**src/rtl/ac97_cmd_arbiter.sv**
```systemverilog
`default_nettype none
//------------------------------------------------------------------------------
// Module   : ac97_cmd_arbiter
// Purpose  : Issues one AC97 command per frame. It first plays an 8-entry
//            codec init table, then arbitrates between pending volume updates
//            and two external requesters. A filler command is issued when
//            there is nothing else to send.
// Options  : AC97_ARB_ROUND_ROBIN_EN - round-robin between req0 and req1
//            (default: fixed priority, req0 over req1)
// Revision : 1.0 - initial release
//------------------------------------------------------------------------------
module ac97_cmd_arbiter (
    input  logic        clock_27mhz,
    input  logic        reset_b,
    input  logic        ready,
    input  logic [4:0]  volume,
    input  logic [2:0]  source,
    input  logic [1:0]  req,
    input  logic [23:0] req0_cmd,
    input  logic [23:0] req1_cmd,
    output logic [1:0]  gnt,
    output logic [7:0]  command_address,
    output logic [15:0] command_data,
    output logic        command_valid,
    output logic        init_done
);

    typedef enum logic [1:0] {
        ST_INIT  = 2'd0,
        ST_IDLE  = 2'd1,
        ST_ISSUE = 2'd2
    } state_t;

    localparam logic [23:0] FILLER_CMD = 24'h80_0000;

    state_t      state, state_next;
    logic [2:0]  tbl_idx, tbl_idx_next;
    logic [4:0]  vol_last, vol_last_next;
    logic        done_next;
    logic [23:0] cmd_next;
    logic [23:0] tbl_cmd;
    logic [23:0] vol_cmd;
    logic [4:0]  vol_att;
    logic        vol_pending;
    logic [1:0]  win;

    // Headphone attenuation: 31 = loudest maps to 0 dB attenuation.
    assign vol_att     = 5'd31 - volume;
    assign vol_cmd     = {8'h04, 3'b000, vol_att, 3'b000, vol_att};
    assign vol_pending = (volume != vol_last);

    // Codec init table; the volume and source entries track the live inputs.
    always_comb begin
        tbl_cmd = FILLER_CMD;
        case (tbl_idx)
            3'd0: tbl_cmd = 24'h80_0000;
            3'd1: tbl_cmd = vol_cmd;
            3'd2: tbl_cmd = 24'h18_0808;
            3'd3: tbl_cmd = {8'h1A, 5'b00000, source, 5'b00000, source};
            3'd4: tbl_cmd = 24'h1C_0F0F;
            3'd5: tbl_cmd = 24'h0E_8048;
            3'd6: tbl_cmd = 24'h0A_0000;
            3'd7: tbl_cmd = 24'h20_8000;
            default: tbl_cmd = FILLER_CMD;
        endcase
    end

`ifdef AC97_ARB_ROUND_ROBIN_EN
    // rr_ptr=1 means req1 is preferred when both requesters are active.
    logic rr_ptr, rr_ptr_next;

    // Round-robin winner selection (one-hot).
    always_comb begin
        win = 2'b00;
        if (req == 2'b11) begin
            win = rr_ptr ? 2'b10 : 2'b01;
        end else begin
            win = req;
        end
    end

    // Pointer register moves past each grantee.
    always_ff @(posedge clock_27mhz or negedge reset_b) begin
        if (!reset_b) begin
            rr_ptr <= 1'b0;
        end else begin
            rr_ptr <= rr_ptr_next;
        end
    end
`else
    // Fixed-priority winner selection: req0 beats req1.
    always_comb begin
        win = 2'b00;
        if (req[0]) begin
            win = 2'b01;
        end else if (req[1]) begin
            win = 2'b10;
        end
    end
`endif

    // Next-state, next-command and grant decode; all changes happen on ready.
    always_comb begin
        state_next    = state;
        tbl_idx_next  = tbl_idx;
        vol_last_next = vol_last;
        done_next     = init_done;
        cmd_next      = {command_address, command_data};
        gnt           = 2'b00;
`ifdef AC97_ARB_ROUND_ROBIN_EN
        rr_ptr_next   = rr_ptr;
`endif
        if (ready) begin
            case (state)
                ST_INIT: begin
                    cmd_next     = tbl_cmd;
                    tbl_idx_next = tbl_idx + 3'd1;
                    // The table's volume entry also brings vol_last up to date.
                    if (tbl_idx == 3'd1) begin
                        vol_last_next = volume;
                    end
                    if (tbl_idx == 3'd7) begin
                        done_next  = 1'b1;
                        state_next = ST_IDLE;
                    end
                end
                default: begin
                    if (vol_pending) begin
                        cmd_next      = vol_cmd;
                        vol_last_next = volume;
                        state_next    = ST_ISSUE;
                    end else if (win != 2'b00) begin
                        gnt        = win;
                        cmd_next   = win[0] ? req0_cmd : req1_cmd;
                        state_next = ST_ISSUE;
`ifdef AC97_ARB_ROUND_ROBIN_EN
                        rr_ptr_next = win[0];
`endif
                    end else begin
                        cmd_next   = FILLER_CMD;
                        state_next = ST_IDLE;
                    end
                end
            endcase
        end
    end

    // State and command registers with asynchronous active-low reset.
    always_ff @(posedge clock_27mhz or negedge reset_b) begin
        if (!reset_b) begin
            state           <= ST_INIT;
            tbl_idx         <= 3'd0;
            vol_last        <= 5'd0;
            init_done       <= 1'b0;
            command_valid   <= 1'b0;
            command_address <= 8'h00;
            command_data    <= 16'h0000;
        end else begin
            state           <= state_next;
            tbl_idx         <= tbl_idx_next;
            vol_last        <= vol_last_next;
            init_done       <= done_next;
            command_valid   <= command_valid | ready;
            command_address <= cmd_next[23:16];
            command_data    <= cmd_next[15:0];
        end
    end

endmodule
`default_nettype wire

```
**config.mk**
```make
export PLATFORM = sky130hd
export DESIGN_NAME = ac97_cmd_arbiter
export DESIGN_NICKNAME = d
export VERILOG_FILES = /design/src/rtl/ac97_cmd_arbiter.sv
export SDC_FILE = /design/constraint.sdc
export NUM_CORES = 1
export LEC_CHECK = 0
export BUFFER_PORTS_ARGS = -buffer_cell sky130_fd_sc_hd__buf_2
export CORE_UTILIZATION = 50
export CTS_CLUSTER_DIAMETER = 200
export DETAILED_ROUTE_END_ITERATION = 16
export PLACE_DENSITY_LB_ADDON = 0.15
export SLEW_MARGIN = 40
export SYNTH_ARGS = -nofsm -noshare
export SYNTH_HDL_FRONTEND = slang
export SYNTH_SLANG_ARGS = --single-unit
```
**constraint.sdc**
```tcl
create_clock -name clock_27mhz -period 3.1 [get_ports clock_27mhz]
set_clock_uncertainty 0.2 [all_clocks]
set_input_delay 0.31 -clock clock_27mhz [delete_from_list [all_inputs] [get_ports clock_27mhz]]
set_output_delay 0.31 -clock clock_27mhz [all_outputs]
set_load 0.005 [all_outputs]
```
==> out/qor.csv <==
stage,metric,value,unit
sta,relative slew slack,59.7,%
grt,Tot GR Track Use,27.9,%
placement,Post-DP Area,0.00265,mm²
final_layout,Area Growth Syn to Fin,25.5,%
power_and_ir_drop,Worst VDD drop,511,µV
synthesis,Ys Warns,0,
outcome,status,"complete, no violations",
final_layout,share of cells above drive strength 1,33.5,%
worst_setup_path,Crit. End Element,output pin,
worst_setup_path,Worst EP required,2.59,ns
run,max-cap viol count,0,
cts,Clock Tree Buf Depth,2,
sta,final hold violation count,0,
worst_setup_path,reg-to-reg startpoint,vol_last[1]$_DFFE_PN0P_,
grt,antenna violations before repair,0,
placement,DP HPWL,4640,µm
cts,CTS tree,built,
synthesis,average size of a mapped cell,9.21,µm²
final_layout,diodes inserted,0,
cts,Post-CTS Setup Bufs,0,
placement,Post-Place Cells,366,
synthesis,Area contributors post-synth,"dfrtp_1 (41%), o211ai_1 (4.8%), a22o_1 (4.4%), nand2_1 (3.9%), inv_1 (3.7%)",
synthesis,largest family of logic cells by synthesized area,compound AO/OA/AOI/OAI gates,
cts,Post-CTS Hold Buffers,1,
worst_setup_path,Crit Path Class,register to output pin,
synthesis,multiplexer share of the synthesized area,1.19,%
cts,Sink Count,36,
worst_setup_path,Reg2Reg Setup Slack,1.00,ns
placement,RePlAce Congestion,0.867,
power_and_ir_drop,Cell Pwr Density,742,mW/mm²
synthesis,synth unique cells,45,
synthesis,Post-Synthesis Cells,240,
synthesis,register area share after synthesis,40.8,%
cts,H-tree level count,2,
die,DIE HEIGHT,68.5,µm
placement,Port Buf Inserts,88,
synthesis,synthesized-area fraction occupied by adder cells,3.40,%
die,die area,0.00469,mm²
synthesis,Post-Synth Simple-Gate Area,16.5,%
worst_setup_path,CP max FO,10,
cts,post-cts sizing count,0,
sta,Max Freq,417,MHz
sta,Worst Tran Pin Value,0.602,ns
cts,root buf cell,clkbuf_8,
cts,worst skew pair latency,0.29,ns
synthesis,top-area cell type share of the netlist area,40.8,%
detailed_routing,DRC,0,
die,core box area,0.00412,mm²
grt,largest net degree at the start of global routing,37,
synthesis,Synth Cell Area,0.00221,mm²
detailed_routing,Post-Route WL,6210,µm
sta,Setup TNS Final,0,ns
synthesis,xor and xnor area share after synthesis,2.38,%
cts,CTS Buf Count,5,
detailed_routing,via/cell ratio,5.98,
min_path,Worst Hold Class,input port to register,
worst_setup_path,Register-to-Register Path Depth,4,
min_path,hold path cells,3,
die,I/O pin total,89,
power_and_ir_drop,total power,2.06,mW
sta,final setup vio count,0,
worst_setup_path,WP data arrival,1.89,ns
final_layout,Final Core Density,67.4,%
final_layout,nets@finish,391,
worst_setup_path,reg2reg end,command_data[4]$_DFFE_PN0P_,
min_path,WHS Endpoint,command_address[6]$_DFFE_PN0P_,
final_layout,Finished Layout Cells,375,
die,row count,23,
synthesis,post-synthesis compound-gate area fraction,27.8,%
synthesis,Synth area leader,dfrtp_1,
sta,RSZ-0062 raised after global routing,false,
grt,Overflow after GRT,0,
detailed_routing,DR pass1 iterations,4,
final_layout,Final Cell Area,0.00277,mm²
final_layout,filler cell count,363,
detailed_routing,Post-DRT Antenna Nets,0,
sta,Tmin final,2.40,ns
detailed_routing,via count,2242,
detailed_routing,wire per inst,16.6,µm
sta,count of final max-slew check failures,0,
grt,global-route wire length before repair,9380,µm
die,Die Wd,68.5,µm
grt,vias in the first global route,1935,
worst_setup_path,CP Launch Type,register,
min_path,hold_sp,req1_cmd[22],
power_and_ir_drop,P_leak,1.34,nW
final_layout,"most common cell after layout, fill and taps aside",buf_2,
synthesis,Syn Nets,307,
detailed_routing,DRT iter0 DRCs,175,
cts,Clock transition at path regs,0.07,ns
final_layout,most frequent cells in the layout,"buf_2 (87), dfrtp_1 (36), nand2_1 (23), inv_1 (22), o211ai_1 (14)",
sta,Tcrit/Tclk final,77.4,%
die,Initial Utilization,53.7,%
synthesis,synthesized flop and latch total,36,
-- layout make-up --
class / instances / area [µm²] / share of cell area, %
tap: 50 / 62.6 / 2.26
timing repair buffer: 93 / 483 / 17.4
clock buffer: 6 / 72.6 / 2.62
sequential: 36 / 901 / 32.5
multi-input combinational: 166 / 1140 / 41.0
inverter: 22 / 82.6 / 2.98
clock inverter: 2 / 35.0 / 1.26
-- routing by layer --
layer | global-route usage (%) | share of wire (%)
met1 | 38.2 | 42
met4 | 10.4 | 1.4
met2 | 44.2 | 48
met5 | 0 | 0
met3 | 4.17 | 8.2
-- how the worst max path moves through the flow --
stage	start	endpoint	slack, ns
after floorplan	tbl_idx[2]$_DFFE_PN0P_	command_data[11]$_DFFE_PN0P_	1.25
after global placement	ready	vol_last[3]$_DFFE_PN0P_	0.91
after detailed placement	ready	gnt[0]	0.84
after CTS	vol_last[4]$_DFFE_PN0P_	gnt[0]	0.73
after global routing	vol_last[1]$_DFFE_PN0P_	gnt[0]	0.61
final	vol_last[1]$_DFFE_PN0P_	gnt[0]	0.70
-- per-stage QoR --
stage / setup slack [ns] / hold WS [ns]
finish: 0.699 / 0.0671
CTS: 0.734 / 0.0683
floorplan: 1.25 / -0.186
detailed placement: 0.845 / 0.240
global route: 0.615 / 0.0687
global placement: 0.915 / 0.237
-- worst max-delay path, stage by stage (launching register included) --
cell,delay (ns)
dfrtp_1,0.39
xnor2_1,0.39
and3b_1,0.44
nand3_2,0.19
inv_1,0.09
buf_2,0.11
-- cell families (layout without fill, tap and decap cells) --
logic type	after synthesis	in the layout
fa+ha+maj	6	6
simple gates	71	71
compound gates	81	81
flops	36	36
mux	2	2
buf+inv	38	123
xor+xnor	6	6
-- sequential cells by signal, indices dropped and copies added (netlist names) --
register and count:
init_done 1, state 2, command_valid 1, command_address 8, tbl_idx 3, vol_last 5
command_data 16
-- where the power goes --
part | leakage [nW] | total, mW | switching (mW) | internal, mW
logic | 0.832 | 0.906 | 0.536 | 0.370
registers | 0.450 | 0.741 | 0.118 | 0.623
clock network | 0.0552 | 0.409 | 0.170 | 0.239
total | 1.34 | 2.06 | 0.824 | 1.23
-- Yosys cell counts, drive strengths merged --
library cell and instances:
nor2 14, or2 3, dfrtp 36, clkbuf 7
ha 6, a22o 11, a21o 1, o2111ai 1
nand4 10, nand2b 3, a21oi 9, a31oi 4
nand2 23, a221o 1, a32oi 7, o31ai 1
nor4 2, o221ai 9, or3b 1, a22oi 5
or4bb 1, o311ai 7, a211oi 1, o21ai 7
inv 22, o211ai 14, and3b 1, xnor2 6
mux2 2, o22ai 1, nand3 8, and3 2
nor2b 1, o22a 2, buf 9, nor3 1
and2 1
Power figures use the tool's default switching activity.
